[src/rtl/barret_pkg.sv]
// Shared constants and constant functions for the pipelined Barrett reducer.
// Parameter legality is collected here so every user applies the same rules.
package barret_pkg;

    // Number of bits needed to hold any value in [0, v-1].
    function automatic int barret_clog2(input longint unsigned v);
        int               bits;
        longint unsigned  span;
        bits = 0;
        span = 64'd1;
        while (span < v) begin
            span = span << 1;
            bits++;
        end
        return bits;
    endfunction

    // Barrett constant floor(2^k / q).
    function automatic longint unsigned barret_m(input int q, input int k);
        longint unsigned one;
        longint unsigned qq;
        one = 64'd1;
        qq  = 64'(q);
        return (one << k) / qq;
    endfunction

    function automatic bit barret_params_ok(input int q, input int in_w,
                                            input int k, input int tag_w);
        return (q >= 3) && ((q % 2) == 1) && (in_w >= 1) &&
               (in_w <= k) && (tag_w >= 1);
    endfunction

endpackage

[src/rtl/barret_csub.sv]
// One conditional subtraction step: y = (a >= Q) ? a - Q : a.
module barret_csub
    import barret_pkg::*;
#(
    parameter int W = 14,
    parameter int Q = 3461
) (
    input  logic [W-1:0] a,
    output logic [W-1:0] y
);

    localparam logic [W-1:0] QV = W'(Q);

    assign y = (a >= QV) ? (a - QV) : a;

endmodule

[src/rtl/barret_reduce_pipe.sv]
// Three-stage streaming Barrett reducer: dout_r = din_a mod Q, with a tag
// carried alongside each value and a global stall driven by out_ready.
module barret_reduce_pipe
    import barret_pkg::*;
#(
    parameter int Q     = 3461,
    parameter int OUT_W = barret_clog2(64'(Q)),
    parameter int IN_W  = 23,
    parameter int K     = 2 * OUT_W,
    parameter int TAG_W = 4
) (
    input  logic             clk,
    input  logic             rst,
    input  logic             in_valid,
    output logic             in_ready,
    input  logic [IN_W-1:0]  din_a,
    input  logic [TAG_W-1:0] in_tag,
    output logic             out_valid,
    input  logic             out_ready,
    output logic [OUT_W-1:0] dout_r,
    output logic [TAG_W-1:0] out_tag
);

    localparam longint unsigned M = barret_m(Q, K);
    localparam int M_W    = barret_clog2(M + 64'd1);
    localparam int PROD_W = IN_W + M_W;
    localparam int QH_W   = PROD_W - K;
    localparam int R_W    = OUT_W + 2;
    localparam int SUB_W  = IN_W + R_W;

    localparam logic [M_W-1:0]   M_V = M_W'(M);
    localparam logic [SUB_W-1:0] Q_S = SUB_W'(Q);

    if (!barret_params_ok(Q, IN_W, K, TAG_W)) begin : g_param_err
        $error("barret_reduce_pipe: Q must be odd and >= 3, IN_W <= K, TAG_W >= 1");
    end
    if (QH_W < 1) begin : g_width_err
        $error("barret_reduce_pipe: quotient estimate has no bits");
    end

    logic             adv;
    logic             vld_p0;
    logic             vld_p1;
    logic [IN_W-1:0]  x_p0;
    logic [IN_W-1:0]  x_p1;
    logic [TAG_W-1:0] tag_p0;
    logic [TAG_W-1:0] tag_p1;
    logic [QH_W-1:0]  qh_p1;

    logic [PROD_W-1:0] prod;
    logic [SUB_W-1:0]  diff;
    logic [R_W-1:0]    r0;
    logic [R_W-1:0]    r1;
    logic [R_W-1:0]    r2;

    // Whole pipeline moves together; a blocked output freezes every stage.
    assign adv      = !out_valid || out_ready;
    assign in_ready = adv;

    always_ff @(posedge clk) begin
        if (rst) begin
            vld_p0    <= 1'b0;
            vld_p1    <= 1'b0;
            out_valid <= 1'b0;
        end else if (adv) begin
            vld_p0    <= in_valid;
            vld_p1    <= vld_p0;
            out_valid <= vld_p1;
        end
    end

    // ---- stage p0: capture input ----
    always_ff @(posedge clk) begin
        if (adv) begin
            x_p0   <= din_a;
            tag_p0 <= in_tag;
        end
    end

    // ---- stage p1: quotient estimate floor(x*M / 2^K), full-width product ----
    assign prod = PROD_W'(x_p0) * PROD_W'(M_V);

    always_ff @(posedge clk) begin
        if (adv) begin
            qh_p1  <= prod[PROD_W-1:K];
            x_p1   <= x_p0;
            tag_p1 <= tag_p0;
        end
    end

    // ---- stage p2: remainder and correction ----
    // The estimate undershoots by at most 2, so the low R_W bits of the
    // difference already hold the exact value in [0, 3Q).
    assign diff = SUB_W'(x_p1) - (SUB_W'(qh_p1) * Q_S);
    assign r0   = diff[R_W-1:0];

    barret_csub #(.W(R_W), .Q(Q)) u_csub0 (
        .a (r0),
        .y (r1)
    );

    barret_csub #(.W(R_W), .Q(Q)) u_csub1 (
        .a (r1),
        .y (r2)
    );

    always_ff @(posedge clk) begin
        if (rst) begin
            dout_r  <= '0;
            out_tag <= '0;
        end else if (adv) begin
            dout_r  <= r2[OUT_W-1:0];
            out_tag <= tag_p1;
        end
    end

endmodule
[config.mk]
export PLATFORM = sky130hd
export DESIGN_NAME = barret_reduce_pipe
export DESIGN_NICKNAME = d
export VERILOG_FILES = /design/src/rtl/barret_pkg.sv /design/src/rtl/barret_csub.sv /design/src/rtl/barret_reduce_pipe.sv
export SDC_FILE = /design/constraint.sdc
export NUM_CORES = 1
export LEC_CHECK = 0
export CAP_MARGIN = 0
export CORE_ASPECT_RATIO = 0.8
export CORE_MARGIN = 3
export CORE_UTILIZATION = 25
export DETAILED_ROUTE_END_ITERATION = 8
export PLACE_DENSITY = 0.44
export SLEW_MARGIN = 20
export SYNTH_ARGS = -nofsm -noshare
export SYNTH_HDL_FRONTEND = slang
export SYNTH_SLANG_ARGS = --single-unit
[constraint.sdc]
create_clock -name clk -period 5.7 [get_ports clk]
set_input_delay 1.425 -clock clk [delete_from_list [all_inputs] [get_ports clk]]
set_output_delay 1.425 -clock clk [all_outputs]
set_load 0.005 [all_outputs]
==> impl_metrics.csv <==
group,metric,value,unit
outcome,status,"finished with violations",
outcome,violations,"setup timing",
layout,layout.cells.non_filler,1954,
grt,grt_max_degree,69,
synthesis,yosys_warnings,0,
sta,hold_slack,0.419,ns
worst_hold_path,hold_depth,0,
setup_path,reg2reg_setup_slack,-0.18,ns
cts,cts_tree,"yes",
placed_design,place_inst,1893,
drt,avgRoutedWirePerCell,13.7,um
drt,drt_iter0_markers,224,
cts,clock_sinks,76,
cts,clkTransAtPathRegs,0.07,ns
sta,rsz0062_at_grt,"yes",
drt,ant_nets,0,
layout,fin_util,0.349,
setup_path,startpoint,"qh_p1[11]",
placed_design,place_congestion,0.791,
synthesis,syn_area,0.0112,mm2
setup_path,r2r_end,"dout_r[3]",
drt,dr.pass1.iters,4,
placed_design,hpwlAfterDp,22100,um
drt,drc,0,
placed_design,port_buffers,48,
placed_design,pre_cts_ws,-0.737,ns
cts,clk_latency,0.37,ns
synthesis,ys_seq_elements,76,
worst_hold_path,hp-start,"tag_p0[0]",
synthesis,synth_cells,1085,
synthesis,synth.most_common_cell,"inv_1",
setup_path,crit_family,"adder cells",
synthesis,yosys.area.top_type,"fa_1",
setup_path,critPathKind,"reg -> reg",
drt,drt_wl_total,26800,um
die,die_h,195,um
setup_path,critPathArrivalTime,6.19,ns
synthesis,syn-num-nets,1473,
sta,worstMarginPinSlew,0.964,ns
grt,overflow,0,
setup_path,reg2regPathDepth,30,
cts,cts_root_buffer,"clkbuf_16",
layout,layout.nets,1742,
grt,grt_pass1_vias,8626,
setup_path,startpoint_type,"flop",
synthesis,synth_area_leaders,"fa_1 (29%), ha_1 (22%), edfxtp_1 (15%)",
cts,htreeDepth,3,
sta,relSlewSlack,0.357,
die,num_rows,68,
setup_path,crit_required,6.01,ns
setup_path,endpoint_kind,"flop",
sta,min_period,5.88,ns
setup_path,cp_common_cell,"inv_2",
run,maxCapViolCount,0,
sta,final_hold_viol_count,0,
die,num_io_pins,49,
synthesis,synthFlopType,"edfxtp_1",
synthesis,ys_async_sr_fraction,0,
synthesis,yosysUniqueCellTypes,71,
drt,num_vias,8082,
sta,setup_viol,12,
synthesis,synth_edf_count,57,
setup_path,cp_max_fo,7,
setup_path,slowest_delay,0.55,ns
grt,antenna_found_initial,0,
sta,setup_ws,-0.183,ns
die,dieArea,0.0475,mm2
die,chipWidth,243,um
layout,layout-drive-gt1-share,0.267,
sta,final_max_slew_viol_count,0,
cts,cts_buffer_depth,2,
sta,fin_skew,0.0134,ns
synthesis,synth_common_cells,"inv_1 (265), ha_1 (193), fa_1 (164)",
setup_path,crit_buf_inv,8,
layout,syn2layout_area_growth,36.1,%
sta,fmax,170,MHz
setup_path,slowest_stage,"fa_1",
layout,diodes,0,
die,core_area,0.0437,mm2
drt,vias_per_cell,4.14,
grt,grt_use_total,0.118,
cts,cts-buffers-inserted,9,
cts,cts_hold_buffers,0,
worst_hold_path,hold_class,"reg -> reg",
setup_path,r2r_start,"qh_p1[11]",
worst_hold_path,min_to,"tag_p1[0]",
sta,fin_crit_sh,1.03,
grt,grt_pass1_wl,45000,um
synthesis,synth_top_area_frac,0.293,
synthesis,avgSynthCellArea,10.3,um2
die,start_util,0.256,
synthesis,seq_area_frac_synth,0.187,
## placed cells by master, fill, tap and decap left out, types with 8 or more instances in the layout
| cell | n |
|---|---|
| a21oi_2 | 9 |
| clkbuf_16 | 9 |
| a21o_1 | 12 |
| buf_4 | 208 |
| dfxtp_1 | 19 |
| xor2_1 | 13 |
| o21ai_0 | 10 |
| buf_6 | 20 |
| fa_1 | 163 |
| ha_4 | 22 |
| xnor2_1 | 26 |
| a21oi_1 | 28 |
| o21ai_1 | 9 |
| nand2_1 | 42 |
| inv_2 | 8 |
| nor3_1 | 14 |
| clkdlybuf4s50_1 | 48 |
| nor2_1 | 38 |
| nand3_1 | 13 |
| ha_1 | 169 |
| inv_1 | 256 |
| edfxtp_1 | 57 |
| nor2b_1 | 8 |
## repair_timing
item,in CTS,in global routing
pin swaps,66,88
gates resized for setup,64,69
endpoints found under the setup margin,22,23
buffers inserted,31,19
## per-stage QoR
| stage | instance area, um2 | setup TNS (ns) |
|---|---|---|
| detailed placement | 13900 | -9.49 |
| global placement | 13900 | -7.52 |
| floorplan | 11400 | -0.424 |
| CTS | 14800 | -2.74 |
| global route | 15300 | -5.58 |
| finish | 15300 | -1.37 |
## area by class of cell
type,count,area [um2]
Clock buffer,10,229
Multi-Input combinational cell,726,8800
Tap cell,595,744
Timing Repair Buffer,276,2270
Fill cell,4442,28500
Sequential cell,76,2090
Clock inverter,6,136
Inverter,265,996
## flip-flops by register name (all words and copies together) (netlist names)
register / count
x_p0: 23
x_p1: 14
dout_r: 12
qh_p1: 12
out_tag: 4
tag_p0: 4
tag_p1: 4
out_valid: 1
vld_p0: 1
vld_p1: 1
## cells by family after synthesis
kind of cell,Yosys count,share of synthesized area
adder cells (fa/ha/maj),357,0.508
multiplexers,2,0.00179
AND/OR/NAND/NOR,184,0.0820
XOR/XNOR,47,0.0367
AO/OA/AOI/OAI,136,0.0876
buffers and inverters,283,0.0973
flip-flops,76,0.187
## routing by layer
metal,track usage,share of wire
met5,0,0
met4,0.0230,0.0090
met3,0.0198,0.021
met1,0.174,0.53
met2,0.183,0.44
## how the worst max path moves through the flow
stage                            to  slack (ns)  cells after the start
final                     dout_r[3]       -0.18                     30
after global routing      dout_r[1]       -0.39                     30
after CTS                 dout_r[1]       -0.32                     28
after detailed placement  qh_p1[11]       -0.74                     20
after global placement    qh_p1[11]       -0.61                     20
after floorplan           dout_r[8]       -0.14                     30
## worst register-to-register path, delay by kind of cell (launching register included)
kind | cells | cell delay, ns
adder cells (fa/ha/maj) | 7 | 2.42
AND/OR/NAND/NOR | 10 | 1.75
AO/OA/AOI/OAI | 4 | 0.56
buffers and inverters | 8 | 0.55
flip-flops | 1 | 0.42
XOR/XNOR | 1 | 0.13
Power is left out: the tool's default activity adds up to more than one toggle a clock period on the data nets, which glitch-free logic cannot reach.
